**src/rtl/char_rom_mode_menu.sv**
```systemverilog
// Mode-select menu line generator: "MODE" header plus a 6-character name field, registered lookup.
// Optional blinking of the unconfirmed name field when CHAR_MENU_BLINK_EN is defined.
//
// state  | meaning
// BROWSE | next/prev step mode_sel, ok confirms
// LOCKED | selection confirmed, name field highlighted, ok releases
module char_rom_mode_menu #(
    parameter int COLS      = 16,
    parameter int ADDR_W    = 8,
    parameter int BLINK_DIV = 12500000
) (
    input  logic              clk,
    input  logic              reset_n,
    input  logic [ADDR_W-1:0] char_xy,
    input  logic              rd_en,
    input  logic              btn_next,
    input  logic              btn_prev,
    input  logic              btn_ok,
    output logic [6:0]        char_code,
    output logic              char_valid,
    output logic              char_inverse,
    output logic [1:0]        mode_sel,
    output logic              mode_locked
);

    typedef enum logic {
        BROWSE = 1'b0,
        LOCKED = 1'b1
    } state_t;

    localparam logic [31:0] HDR_STR = "MODE";

    state_t      state;
    state_t      state_nxt;
    logic [1:0]  mode_nxt;
    logic        blink_on;

    logic [31:0] xy;
    logic [2:0]  name_idx;
    logic [47:0] name_str;
    logic        in_name;
    logic [6:0]  code_c;
    logic        inv_c;

    always_ff @(posedge clk or negedge reset_n) begin
        if (!reset_n) begin
            state    <= BROWSE;
            mode_sel <= 2'd0;
        end else begin
            state    <= state_nxt;
            mode_sel <= mode_nxt;
        end
    end

    always_comb begin
        state_nxt = state;
        mode_nxt  = mode_sel;
        case (state)
            BROWSE: begin
                // ok wins over next/prev so the confirmed mode is the one on screen
                if (btn_ok)
                    state_nxt = LOCKED;
                else if (btn_next && !btn_prev)
                    mode_nxt = mode_sel + 2'd1;
                else if (btn_prev && !btn_next)
                    mode_nxt = mode_sel - 2'd1;
            end
            LOCKED: begin
                if (btn_ok)
                    state_nxt = BROWSE;
            end
            default: state_nxt = BROWSE;
        endcase
    end

    assign mode_locked = (state == LOCKED);

`ifdef CHAR_MENU_BLINK_EN
    localparam int CNT_W = $clog2(BLINK_DIV);

    logic [CNT_W-1:0] blink_cnt;
    logic             blink_phase;
    logic             sel_change;

    assign sel_change = (mode_nxt != mode_sel) || (state_nxt != state);

    // Any selection or lock change restarts the blink so the new name is shown immediately
    always_ff @(posedge clk or negedge reset_n) begin
        if (!reset_n) begin
            blink_cnt   <= '0;
            blink_phase <= 1'b1;
        end else if (sel_change) begin
            blink_cnt   <= '0;
            blink_phase <= 1'b1;
        end else if (blink_cnt == CNT_W'(BLINK_DIV - 1)) begin
            blink_cnt   <= '0;
            blink_phase <= ~blink_phase;
        end else begin
            blink_cnt   <= blink_cnt + 1'b1;
        end
    end

    assign blink_on = blink_phase;
`else
    // Without blinking the name field is always shown; BLINK_DIV is at least 2.
    assign blink_on = (BLINK_DIV >= 2);
`endif

    always_comb begin
        xy       = 32'(char_xy);
        name_idx = 3'(xy - 32'(COLS - 6));
        in_name  = (xy >= 32'(COLS - 6)) && (xy < 32'(COLS));
        case (mode_sel)
            2'd0:    name_str = "1 PLYR";
            2'd1:    name_str = "2 PLYR";
            2'd2:    name_str = "DEMO  ";
            default: name_str = "TRAIN ";
        endcase
        code_c = 7'h20;
        inv_c  = 1'b0;
        if (xy < 32'd4) begin
            code_c = HDR_STR[8*(3 - xy[1:0]) +: 7];
        end else if (in_name) begin
            inv_c = (state == LOCKED);
            if ((state == LOCKED) || blink_on)
                code_c = name_str[8*(5 - name_idx) +: 7];
        end
    end

    always_ff @(posedge clk or negedge reset_n) begin
        if (!reset_n) begin
            char_code    <= 7'h20;
            char_valid   <= 1'b0;
            char_inverse <= 1'b0;
        end else begin
            char_valid <= rd_en;
            if (rd_en) begin
                char_code    <= code_c;
                char_inverse <= inv_c;
            end
        end
    end

endmodule
```
**config.mk**
```make
export PLATFORM = sky130hd
export DESIGN_NAME = char_rom_mode_menu
export DESIGN_NICKNAME = d
export VERILOG_FILES = /design/src/rtl/char_rom_mode_menu.sv
export SDC_FILE = /design/constraint.sdc
export NUM_CORES = 1
export LEC_CHECK = 0
export ABC_AREA = 0
export CORE_MARGIN = 1.5
export CORE_UTILIZATION = 55
export CTS_CLUSTER_DIAMETER = 80
export DETAILED_ROUTE_END_ITERATION = 6
export DONT_BUFFER_PORTS = 1
export PLACE_DENSITY = 0.71
export SLEW_MARGIN = 20
export SYNTH_ARGS = -nofsm -noshare
export SYNTH_HDL_FRONTEND = slang
export SYNTH_SLANG_ARGS = --single-unit
```
**constraint.sdc**
```tcl
create_clock -name clk -period 1.55 [get_ports clk]
set_input_delay 0.31 -clock clk [delete_from_list [all_inputs] [get_ports clk]]
set_output_delay 0.31 -clock clk [all_outputs]
set_load 0.005 [all_outputs]
```
* After elaboration in Yosys (flattened, before gate mapping)
Index checks and enable logic that the tools add are counted.
Widths: inputs -> output; s select.
** Word-level totals
- Register bits :: 12
- Bits in latches :: 0
- Memory bits (writable) :: 0
- Memory bits (read-only) :: 0
- Bits of input ports :: 14
- Output and inout bits :: 12
- Memories kept :: 0
** Operators by class
- $add $sub $neg :: 5
- Multipliers :: 0
- Divide/modulo/power cells :: 0
- $lt $le $gt $ge :: 3
- Equality and inequality tests :: 2
- Shifts and indexed selects :: 2
- Mux-type cells :: 10
- Bitwise operators :: 2
- Reduce and logical (&&, ||, !) cells :: 8
** Operators by type and width (count)
- $pmux 47 s3 :: 1
- $shiftx 48x33->7 :: 1
- $shiftx 32x33->7 const A :: 1
- $mux 7 :: 2
- $ge 8x4->1 const B :: 1
- $lt 8x3->1 const B :: 1
- $lt 8x5->1 const B :: 1
- $mux 1 :: 4
- $mux 2 :: 2
- $sub 3x3->4 const A :: 1
- $logic_and 1x1->1 :: 3
- $reduce_and 3->1 :: 1
- $sub 2x2->3 const A :: 1
- $sub 3x2->3 const B :: 1
- $add 2x1->2 const B :: 1
- $eq 2x1->1 const B :: 1
- $eq 2x2->1 const B :: 1
- $logic_not 1->1 :: 2
- $logic_not 2->1 :: 1
- $not 1->1 :: 2
- $pmux 1 s2 :: 1
- $reduce_bool 2->1 :: 1
- $sub 2x1->2 const B :: 1

* Depth between registers and ports, before layout
Gate-level depths: netlist (run 1).
- Word-level depth :: 5
- Gate-level depth with buffers :: 7
- Mapped depth without buffers :: 6

* Worst setup path before layout (run 1)
OpenSTA, ideal clock, no wires.
- Path kind :: input -> register
- Start point :: input port char_xy[1]
- End point :: register char_code[0]
- Library setup time :: 0.126 ns
- Arrival time :: 1.417 ns
- Required time :: 1.424 ns
- Slack :: 0.007 ns
- Cell stages on the path :: 7
- Buffers on the path :: 1
- Cells stage by stage :: inv_1 -> ha_1 -> clkbuf_1 -> o21bai_1 -> o32ai_1 -> a311oi_1 -> nor2_1
** Between the ends
- Cells in the longest elaborated chain, start to end :: 5
- Elaborated cells between the ends (all ways) :: 11
- Those cells by class :: 3 x add/sub; 3 x order compare; 2 x shift; 2 x mux; 1 x reduce/logical
** RTL lines
- start: declaration :: line 14 : input logic [ADDR_W-1:0] char_xy,
- $sub 3x2->3 :: line 111 : name_idx = 3'(xy - 32'(COLS - 6));
- $sub 3x3->4 :: line 126 : code_c = name_str[8*(5 - name_idx) +: 7];
- $shiftx 48x33->7 :: line 126
- $mux 7 :: line 123 : end else if (in_name) begin
- $mux 7 (*) :: line 121 : if (xy < 32'd4) begin
- end signal: assignment :: line 138 : char_code <= code_c;
- end: declaration :: line 19 : output logic [6:0] char_code,
Mark *: on every way between the ends. The rest lies on a longest branch, timed or not.
A chain may end at the register's enable or synchronous reset.

* Worst setup path after layout (run 1)
- Start point :: register mode_sel[1]
- End point :: register char_code[5]
** Between the ends
- Cells in the longest elaborated chain, start to end :: 5
- Elaborated cells between the ends (all ways) :: 7
- Those cells by class :: 2 x eq/ne; 1 x shift; 3 x mux; 1 x reduce/logical
** RTL lines
- start: declaration :: line 22 : output logic [1:0] mode_sel,
- start signal: assignment :: line 51 : mode_sel <= mode_nxt;
- $eq 2x2->1, or another cell as far along :: line 113 : case (mode_sel)
- $pmux 47 s3 (*) :: line 113
- $shiftx 48x33->7 (*) :: line 126
- $mux 7 (*) :: line 123
- $mux 7 (*) :: line 121
Marks and branches as above.

==> metrics.md, run 1 <==
| Metric | Value |
|---|---|
| Routability Congestion | 0.8404 |
| Flops & latches, synth | 12 |
| Final Cycle Share | 0.9271 |
| Final Slew Violations | 0 |
| Mapped Cells | 114 |
| Die height | 45.15 um |
| Commonest non-fill, non-tap cell in the layout | buf_4 |
| Post-Layout Cell Count | 142 |
| Syn nets | 138 |
| Fin Hold WS | 0.05056 ns |
| R2R Setup Slk | 0.11 ns |
| Initial Util | 0.5785 |
| RSZ-0062 raised after global routing | no |
| Arrival @ worst endpoint | 1.65 ns |
| LEAKAGE | 0.4957 nW |
| Worst path slowest cell | dfrtp_2 |
| Drc violations | 0 |
| Area grow syn2layout | 21.13% |
| Fill cell count | between 100 and 150 |
| Fmax | 695.9 MHz |
| Clock buffer depth | 2 |
| Clock slew at reported path FFs | 0.08 ns |
| Gr usage total | 0.2380 |
| Number of global-route vias before repair | about 800 |
| Outcome | finished, final reports clean |
| Die X-Extent | 45.15 um |
| DRT iter0 DRCs | 11 |
| Max_slew headroom | 0.6389 |
| Origin of the worst min-delay path | rd_en |
| R2R depth | 7 |
| Clock Sinks | 12 |
| Register Area | 304.0 um^2 |
| Synth warn | 0 |
| Num rows | 15 |
| # nets final | 150 |
| Total Wirelength | 2142 um |
| Post-synthesis mux area share | 0 |
| Sequential cell area fraction in the yosys report | 0.3086 |
| Detailed Place HPWL | 1666 um |
| Setup violators final | 0 |
| Worst-skew pair later-pin latency | roughly 0.28 ns |
| Netlist Area Pre-Place | 977.2 um^2 |
| IO buf count | 0 |
| Pin count of the biggest net entering global routing | 16 |
| Placed cell count | between 100 and 150 |
| Layout cells sized above 1 | 0.2880 |
| Post-Synth Simple-Gate Area | 0.2125 |
| Worst Setup Path Type | flip-flop to flip-flop |
| Synth cell types | 38 |
| MaxCap Viol Count | 0 |
| WL per Instance | around 15 um |
| Post-route cell area | 1184 um^2 |
| Inserted Diodes | 0 |
| Reg-to-Reg Start | mode_sel[1] |
| Die area | approximately 2000 um^2 |
| Critical path, cell by cell | inv_2 -> ha_2 -> nor2_4 -> buf_4 -> o31ai_2 -> a21oi_1 -> o2bb2ai_1 |
| Worst EP required | roughly 1.8 ns |
| Post-synthesis adder-cell area fraction | 0.1280 |
| Total number of vias | 868 |
| Root buf cell | clkbuf_4 |
| # IOs | 26 |
| First-pass GRT wire length | 3491 um |
| Most frequent cells in the layout | buf_4, inv_1, dfrtp_1 |
| Hold Violations, Final | 0 |
| Total CTS buffers | 3 |
| Worst path max stage delay | between 0.4 and 0.5 ns |
| Core ar. | 1689 um^2 |
| Compound-cell area share of the yosys netlist | 0.2676 |
| Final ANT Viol Nets | 0 |
| Crit path capture type | flip-flop |
| Max VDD drop | between 800 and 900 uV |
| Clock skew | ~0.0074 ns |
| Worst R2R End | char_code[5] |
| Cell Area, Placed | 1066 um^2 |
| Maximum fanout along the worst path | 5 |
| Drt first pass iters | 4 |
| Htree depth | 1 |
| Grt total ovfl | 0 |
| Hold path cells | 0 |
| Startpoint Class | flip-flop |
| CTS tree | done |
| Minimum clock period | 1.437 ns |
| Hold Crit Class | input pin to flip-flop |
| XOR/XNOR Fraction of Synth Area | 0.01793 |
| Main combinational cell family by area after synthesis | compound AO/OA/AOI/OAI gates |
| Worst Tran Pin Value | 0.5398 ns |
| Area of the multi-input gates | 680.7 um^2 |
| Syn avg cell area | 8.572 um^2 |
| Hold Path End | char_valid |
| Initial antenna violation count | 0 |
| Routed vias/inst | just over 6 |
| Power Density | 1244 nW/um^2 |
[final cells by class]
type                            count  area share
Inverter                           11     0.03488
Tap cell                           17     0.01797
Clock buffer                        4     0.03066
Timing Repair Buffer               13     0.08457
Multi-Input combinational cell     85      0.5751
Sequential cell                    12      0.2569
[worst max-delay path: cells and delay by family (launching register included)]
family,cells,cell delay [ns]
buf+inv,2,0.23
compound gates,3,0.43
fa+ha+maj,1,0.21
flops,1,0.45
simple gates,1,0.05
[what timing repair did]
action,CTS,global route
pin swaps,0,4
resized for setup,2,16
hold buffers,1,0
endpoints found under the hold margin,12,0
setup endpoints to repair,2,5
setup buffers,0,0
[synthesized netlist by cell type]
cell type / n / area [um^2]
ha_1: 10 / 125.1
o22ai_1: 1 / 6.260
a31oi_1: 4 / 25.02
and3_1: 1 / 6.260
o41ai_1: 3 / 26.28
nand3b_1: 1 / 7.510
nor2_1: 6 / 22.52
clkbuf_1: 6 / 22.52
a211oi_1: 1 / 7.510
o22a_1: 1 / 8.760
nand2b_1: 5 / 31.28
nor4_1: 4 / 25.02
nand3_1: 1 / 5.000
or2_4: 1 / 8.760
o21ai_0: 6 / 30.03
o311ai_0: 1 / 8.760
inv_1: 11 / 41.29
a21boi_0: 1 / 7.510
a21oi_1: 2 / 10.01
nand2_1: 8 / 30.03
nor2b_1: 5 / 31.28
a21oi_2: 1 / 8.760
a311oi_1: 1 / 8.760
o21bai_1: 1 / 7.510
xnor2_1: 2 / 17.52
and2_1: 1 / 6.260
or4_4: 1 / 11.26
dfrtp_1: 11 / 275.3
o21a_1: 1 / 7.510
o2bb2ai_1: 3 / 26.28
nor4bb_1: 1 / 10.01
o211ai_1: 3 / 22.52
o311a_1: 1 / 10.01
or2_2: 2 / 12.51
dfstp_2: 1 / 26.28
o31ai_1: 2 / 15.01
a22oi_1: 1 / 7.510
o32ai_1: 2 / 17.52
[stage by stage]
stage               setup WS [ns]  power (mW)  utilization  TNS (ns)
floorplan                0.006767      0.8332            -         0
CTS                      0.006055       1.364       0.6615         0
global placement         -0.03062       1.064       0.6311  -0.05994
global route             0.003633       1.594       0.7007         0
finish                     0.1130       1.473       0.7007         0
detailed placement       -0.03890       1.087       0.6311   -0.1118
[routing by layer]
metal  vias to the layer above  wire length (um)  global-route usage
met2                        26              1055              0.4171
met1                       399               962              0.2741
met4                         0                 7             0.07059
li1                        441                 -                   -
met5                         -                 0                   0
met3                         2               117             0.07600
[cell families after synthesis]
family | after synthesis
adders and majority gates | 10
buffers and inverters | 17
DFF | 12
AOI/OAI and AO/OA | 36
and+or+nand+nor | 37
xor gates and xnor gates | 2
[power by group]
| part | switching (mW) | total [mW] | internal (mW) |
|---|---|---|---|
| clock | 0.109 | 0.252 | 0.143 |
| sequential | 0.0697 | 0.443 | 0.373 |
| combinational | 0.385 | 0.778 | 0.393 |
[worst max-delay path by stage]
stage / from / endpoint / slack, ns / cells past startpoint
after global routing: mode_sel[0] / char_code[5] / 0.004 / 6
final: mode_sel[1] / char_code[5] / 0.11 / 7
after CTS: mode_sel[0] / char_code[0] / 0.006 / 6
after global placement: char_xy[1] / char_code[3] / -0.03 / 6
after floorplan: char_xy[1] / char_code[0] / 0.007 / 7
after detailed placement: char_xy[1] / char_code[2] / -0.04 / 6
[sequential cells by signal, summed over array words and instances, names as in the netlist]
signal and cells:
char_code 7, char_inverse 1, char_valid 1, mode_sel 2, mode_locked 1
Power figures use the tool's default switching activity.
==> inputs of run 2 (changes only) <==
--- a/config.mk
+++ b/config.mk
@@ -7,11 +7,11 @@
 export LEC_CHECK = 0
 export ABC_AREA = 0
 export CORE_MARGIN = 1.5
-export CORE_UTILIZATION = 55
+export CORE_UTILIZATION = 45
 export CTS_CLUSTER_DIAMETER = 80
 export DETAILED_ROUTE_END_ITERATION = 6
 export DONT_BUFFER_PORTS = 1
-export PLACE_DENSITY = 0.71
+export PLACE_DENSITY = 0.6
 export SLEW_MARGIN = 20
 export SYNTH_ARGS = -nofsm -noshare
 export SYNTH_HDL_FRONTEND = slang
==> metrics.md, run 2 (synthesis results as in run 1) <==
| Metric | Value |
|---|---|
| Initial Util | 0.4881 (was 0.5785) |
| Final Cycle Share | 0.9953 (was 0.9271) |
| Fin Setup TNS | 0 ns (unchanged) |
| Crit path capture type | flip-flop (unchanged) |
| Max reg flops | 7 (unchanged) |
| Pin count of the biggest net entering global routing | 16 (unchanged) |
| Setup WS pre-CTS | -0.03153 ns (was -0.03890 ns) |
| Die X-Extent | 49.60 um (was 45.15 um) |
| Worst-skew pair later-pin latency | 0.27 ns (was 0.28 ns) |
| # IOs | 26 (unchanged) |
| Fin Hold WS | 0.06482 ns (was 0.05056 ns) |
| Max VDD drop | 852.8 uV (was 800.1 uV) |
| Power Density | 1223 nW/um^2 (was 1244 nW/um^2) |
| Grt total ovfl | 0 (unchanged) |
| Root buf cell | clkbuf_4 (unchanged) |
| Most frequent cells in the layout | buf_4, inv_1, dfrtp_1 (unchanged) |
| Largest register by flop count | char_code (unchanged) |
| Routed vias/inst | 5.949 (was 6.113) |
| Total Wirelength | 2399 um (was 2142 um) |
| Worst EP required | 1.74 ns (was 1.76 ns) |
| LEAKAGE | 0.5201 nW (was 0.4957 nW) |
| Die height | 49.60 um (was 45.15 um) |
| Minimum clock period | 1.543 ns (was 1.437 ns) |
| Total CTS buffers | 3 (unchanged) |
| Drc violations | 0 (unchanged) |
| Fmax | 648.2 MHz (was 695.9 MHz) |
| Arrival @ worst endpoint | 1.74 ns (was 1.65 ns) |
| Core ar. | 2002 um^2 (was 1689 um^2) |
| Total number of vias | 940 (was 868) |
| Critical path, cell by cell | inv_2 -> ha_2 -> nor2_2 -> buf_6 -> nor4_2 -> o211ai_1 -> a31oi_1 (was inv_2 -> ha_2 -> nor2_4 -> buf_4 -> o31ai_2 -> a21oi_1 -> o2bb2ai_1) |
| Layout cells sized above 1 | 0.2977 (was 0.2880) |
| Outcome | finished, final reports clean (unchanged) |
| Final ANT Viol Nets | 0 (unchanged) |
| Clock skew | 0.002963 ns (was 0.007417 ns) |
| Htree depth | 1 (unchanged) |
| Clock slew at reported path FFs | 0.07 ns (was 0.08 ns) |
| IO buf count | 0 (unchanged) |
| DRT iter0 DRCs | 23 (was 11) |
| Num rows | 16 (was 15) |
| Final Slew Violations | 0 (unchanged) |
| Drt first pass iters | 4 (unchanged) |
| Reg-to-Reg Start | mode_sel[1] (unchanged) |
| Worst path max stage delay | 0.47 ns (was 0.45 ns) |
| Origin of the worst min-delay path | rd_en (unchanged) |
| MaxCap Viol Count | 0 (unchanged) |
| Post-route cell area | 1222 um^2 (was 1184 um^2) |
| Startpoint Class | flip-flop (unchanged) |
| Routability Congestion | 0.8421 (was 0.8404) |
| Detailed Place HPWL | 1748 um (was 1666 um) |
| Initial antenna violation count | 0 (unchanged) |
| Cell family with most CP delay | flip-flops (unchanged) |
| # nets final | 156 (was 150) |
| CP Launch Point | mode_sel[1] (unchanged) |
| Worst path slowest cell | dfrtp_2 (unchanged) |
| Hold Crit Class | input pin to flip-flop (unchanged) |
| Worst Setup Path Type | flip-flop to flip-flop (unchanged) |
| Area grow syn2layout | 25.10% (was 21.13%) |
| CP Buf/Inv Count | 2 (unchanged) |
| First-pass GRT wire length | 4140 um (was 3491 um) |
| Total Power | 1.495 mW (was 1.473 mW) |
| Gr usage total | 0.2147 (was 0.2380) |
| Cell Area, Placed | 1116 um^2 (was 1066 um^2) |
| Clock buffer depth | 2 (unchanged) |
| Biggest regs | char_code: 7 flops, mode_sel: 2 flops (unchanged) |
| Maximum fanout along the worst path | 6 (was 5) |
| Die area | 2460 um^2 (was 2039 um^2) |
| Final setup margin | 0.007292 ns (was 0.1130 ns) |
| Hold Violations, Final | 0 (unchanged) |
| CTS tree | done (unchanged) |
| Number of global-route vias before repair | 911 (was 814) |
| Clock Sinks | 12 (unchanged) |
| Setup violators final | 0 (unchanged) |
| Inserted Diodes | 0 (unchanged) |
| Worst Tran Pin Value | 0.5589 ns (was 0.5398 ns) |
| WL per Instance | 15.18 um (was 15.08 um) |
| Commonest non-fill, non-tap cell in the layout | buf_4 (unchanged) |
| Max_slew headroom | 0.6262 (was 0.6389) |
==> run 2: power breakdown <==
| group | total, mW | internal (mW) | switching, mW |
|---|---|---|---|
| Clock | 0.197 | 0.0996 | 0.0977 |
| Combinational | 0.842 | 0.443 | 0.399 |
| Sequential | 0.456 | 0.373 | 0.0826 |
| Total | 1.50 | 0.916 | 0.579 |
==> run 2: final timing paths <==
| path | end | slack, ns | cells past startpoint |
|---|---|---|---|
| min | char_valid | 0.06 | 0 |
| min reg2reg | char_code[5] | 0.50 | 1 |
| max in group asynchronous | mode_sel[0] | 0.68 | 1 |
| max | char_code[6] | 0.007 | 7 |
| min in group asynchronous | char_code[0] | 0.47 | 1 |
| max reg2reg | char_code[6] | 0.007 | 7 |
==> run 2: metrics by stage <==
stage                     instances    util
after floorplan                 114       -
after global placement          152  0.5575
after detailed placement        152  0.5575
after CTS                       158  0.5819
after global routing            158  0.6106
final                           158  0.6106
==> run 2: layout make-up <==
class                   instances  area (um^2)
clock buffers                   4        26.28
fillers                       183        779.5
well taps                      27        33.78
flip-flops and latches         12        304.0
multi-input cells              85        665.6
inverters                      11        43.79
repair buffers                 19        148.9
==> run 2: metal layers <==
layer	global-route usage	share of wire	vias to the layer above
li1	-	-	453
met1	0.2797	0.42	438
met3	0.07273	0.070	6
met2	0.3400	0.49	43
met4	0.05556	0.019	0
met5	0	0	-
==> run 2: timing repair <==
action                                  4_1_cts  5_1_grt
endpoints found under the setup margin        6        6
pin swaps                                     1        5
endpoints found under the hold margin        12        0
buffers inserted                              1        0
resized for setup                             3       15
hold buffers                                  1        0
==> inputs of run 3 (changes only) <==
--- a/config.mk
+++ b/config.mk
@@ -12,6 +12,7 @@
 export DETAILED_ROUTE_END_ITERATION = 6
 export DONT_BUFFER_PORTS = 1
 export PLACE_DENSITY = 0.6
+export REMOVE_ABC_BUFFERS = 1
 export SLEW_MARGIN = 20
 export SYNTH_ARGS = -nofsm -noshare
 export SYNTH_HDL_FRONTEND = slang
==> constraint.sdc (replaced) <==
create_clock -name clk -period 1.55 [get_ports clk]
set_input_delay 0.31 -clock clk [delete_from_list [all_inputs] [get_ports clk]]
set_output_delay 0.31 -clock clk [all_outputs]
set_load 0.05 [all_outputs]
==> metrics.md, run 3 (synthesis results as in run 1) <==
| Metric | Value |
|---|---|
| First-pass GRT wire length | 3712 um (was 4140 um) |
| Critical path, cell by cell | ha_4 -> or2_2 -> o21ai_0 -> a22oi_1 -> o21ai_0 (was inv_2 -> ha_2 -> nor2_2 -> buf_6 -> nor4_2 -> o211ai_1 -> a31oi_1) |
| Die X-Extent | 49.60 um (unchanged) |
| Total Wirelength | 2331 um (was 2399 um) |
| Grt total ovfl | 0 (unchanged) |
| Die height | 49.60 um (unchanged) |
| Gr usage total | 0.1946 (was 0.2147) |
| Final Slew Violations | 0 (unchanged) |
| Hold Violations, Final | 0 (unchanged) |
| Reg-to-Reg Start | mode_sel[0] (was mode_sel[1]) |
| Startpoint Class | flip-flop (unchanged) |
| Clock skew | 0.004310 ns (was 0.002963 ns) |
| RSZ-0062 raised after global routing | yes |
| CTS tree | done (unchanged) |
| Core ar. | 2002 um^2 (unchanged) |
| Setup violators final | 0 (unchanged) |
| Area grow syn2layout | 28.94% (was 25.10%) |
| Number of global-route vias before repair | 865 (was 911) |
| Maximum fanout along the worst path | 11 (was 6) |
| Met2 Usage GRT | 0.3489 (was 0.3400) |
| Max_slew headroom | 0.6514 (was 0.6262) |
| MaxCap Viol Count | 0 (unchanged) |
| Post-route cell area | 1260 um^2 (was 1222 um^2) |
| Outcome | finished, final reports clean (unchanged) |
| Fill cell count | 182 (was 183) |
| Layout cells sized above 1 | 0.3258 (was 0.2977) |
| Detailed Place HPWL | 1776 um (was 1748 um) |
| Met3 Usage GRT | 0.06970 (was 0.07273) |
| Initial Util | 0.4881 (unchanged) |
| Root buf cell | clkbuf_4 (unchanged) |
| Worst Tran Pin Value | 0.5212 ns (was 0.5589 ns) |
| Worst EP required | 1.74 ns (about the same) |
| Routed vias/inst | 5.730 (was 5.949) |
| Worst path max stage delay | 0.47 ns (about the same) |
| Worst path slowest cell | dfrtp_2 (unchanged) |
| IO buf count | 0 (unchanged) |
| R2R depth | 5 (was 7) |
| Fmax | 673.0 MHz (was 648.2 MHz) |
| Htree depth | 1 (unchanged) |
| # IOs | 26 (unchanged) |
| Minimum clock period | 1.486 ns (was 1.543 ns) |
| Hold path cells | 0 (unchanged) |
| Inserted Diodes | 0 (unchanged) |
| Origin of the worst min-delay path | rd_en (unchanged) |
| Routability Congestion | 0.8378 (was 0.8421) |
| Commonest non-fill, non-tap cell in the layout | buf_4 (unchanged) |
| Area of the multi-input gates | 693.2 um^2 (was 665.6 um^2) |
| DRT iter0 DRCs | 21 (was 23) |
| Initial antenna violation count | 0 (unchanged) |
| Die area | 2460 um^2 (unchanged) |
| Total number of vias | 911 (was 940) |
| # nets final | 157 (was 156) |
| Max VDD drop | 1035 uV (was 852.8 uV) |
| Drc violations | 0 (unchanged) |
| Register Area | 304.0 um^2 (unchanged) |
| Drt first pass iters | 4 (unchanged) |
| Final ANT Viol Nets | 0 (unchanged) |
| Clock buffer depth | 2 (unchanged) |
| Total Power | 1.755 mW (was 1.495 mW) |
| Total CTS buffers | 3 (unchanged) |
| WL per Instance | 14.66 um (was 15.18 um) |
| CP Buf/Inv Count | 0 (was 2) |
| R2R Setup Slk | 0.06 ns (was 0.007 ns) |
| Worst-skew pair later-pin latency | 0.27 ns (about the same) |
| Worst R2R End | char_code[1] (was char_code[6]) |
| Power Density | 1393 nW/um^2 (was 1223 nW/um^2) |
| Biggest regs | char_code: 7 flops, mode_sel: 2 flops (unchanged) |
| LEAKAGE | 0.5266 nW (was 0.5201 nW) |
| Cell family with most CP delay | flip-flops (unchanged) |
| Cell Area, Placed | 1116 um^2 (unchanged) |
| Final Cycle Share | 0.9587 (was 0.9953) |
| Worst Setup Path Type | flip-flop to flip-flop (unchanged) |
| Most frequent cells in the layout | buf_4, inv_1, dfrtp_1 (unchanged) |
| Met1 usage in global routing | 0.2309 (was 0.2797) |
| Hold Path End | char_valid (unchanged) |
| Fin util | 0.6294 (was 0.6106) |
| Final setup margin | 0.06402 ns (was 0.007292 ns) |
| Setup WS pre-CTS | -0.06926 ns (was -0.03153 ns) |
| Max reg flops | 7 (unchanged) |
| Pin count of the biggest net entering global routing | 16 (unchanged) |
| Clock Sinks | 12 (unchanged) |
| Most used cell, CP | o21ai_0 |
| Arrival @ worst endpoint | 1.68 ns (was 1.74 ns) |
| Hold Crit Class | input pin to flip-flop (unchanged) |
| Crit path capture type | flip-flop (unchanged) |
| Num rows | 16 (unchanged) |
| Largest register by flop count | char_code (unchanged) |
| Clock slew at reported path FFs | 0.07 ns (about the same) |
| Grt peak-use layer | met2 (unchanged) |
==> run 3: changes by cell type in the layout (fill, tap and decap cells not counted), moves of 2 or more <==
cell,previous run,this run
o21ai_0,4,6
ha_1,7,5
o21ai_1,2,0
ha_2,1,3
==> run 3: report_power, final <==
group	internal (mW)	total (mW)	switching, mW
Combinational	0.494	1.06	0.562
Sequential	0.373	0.502	0.130
Clock	0.0996	0.196	0.0969
Total	0.966	1.75	0.789
==> run 3: worst max path at each step <==
stage	slack (ns)	to	from	depth (start not counted)
after floorplan	-0.30	char_code[0]	mode_sel[0]	6
after global placement	-0.05	char_code[6]	mode_sel[1]	7
after detailed placement	-0.07	char_code[5]	mode_sel[1]	6
after CTS	0.0006	char_code[6]	mode_sel[1]	7
after global routing	-0.04	char_code[4]	mode_sel[0]	7
final	0.06	char_code[1]	mode_sel[0]	5
==> run 3: final cells by class <==
class / count / area share
timing repair buffer: 20 / 0.1241
inverter: 11 / 0.03674
clock buffer: 4 / 0.02085
sequential: 12 / 0.2413
multi-input combinational: 85 / 0.5501
tap: 27 / 0.02681
==> run 3: per-stage QoR <==
stage	TNS, ns	hold slack (ns)	cells
4_1_cts	0	0.06151	158
3_3_place_gp	-0.1476	0.01480	152
5_1_grt	-0.06627	0.04632	159
3_5_place_dp	-0.2575	0.01484	152
2_1_floorplan	-1.464	0.01441	108
6_report	0	0.06507	159
==> run 3: routing by layer <==
metal  wire, um  share of wire
met1        986           0.42
met2       1196           0.51
met5          0              0
met4          0              0
met3        148          0.063
==> run 3: what timing repair did <==
action / CTS / global route
gates resized for setup: 4 / 18
pin swaps: 2 / 10
endpoints found under the setup margin: 5 / 6
buffers inserted: 1 / 1
endpoints found under the hold margin: 12 / 0
hold buffers: 1 / 0
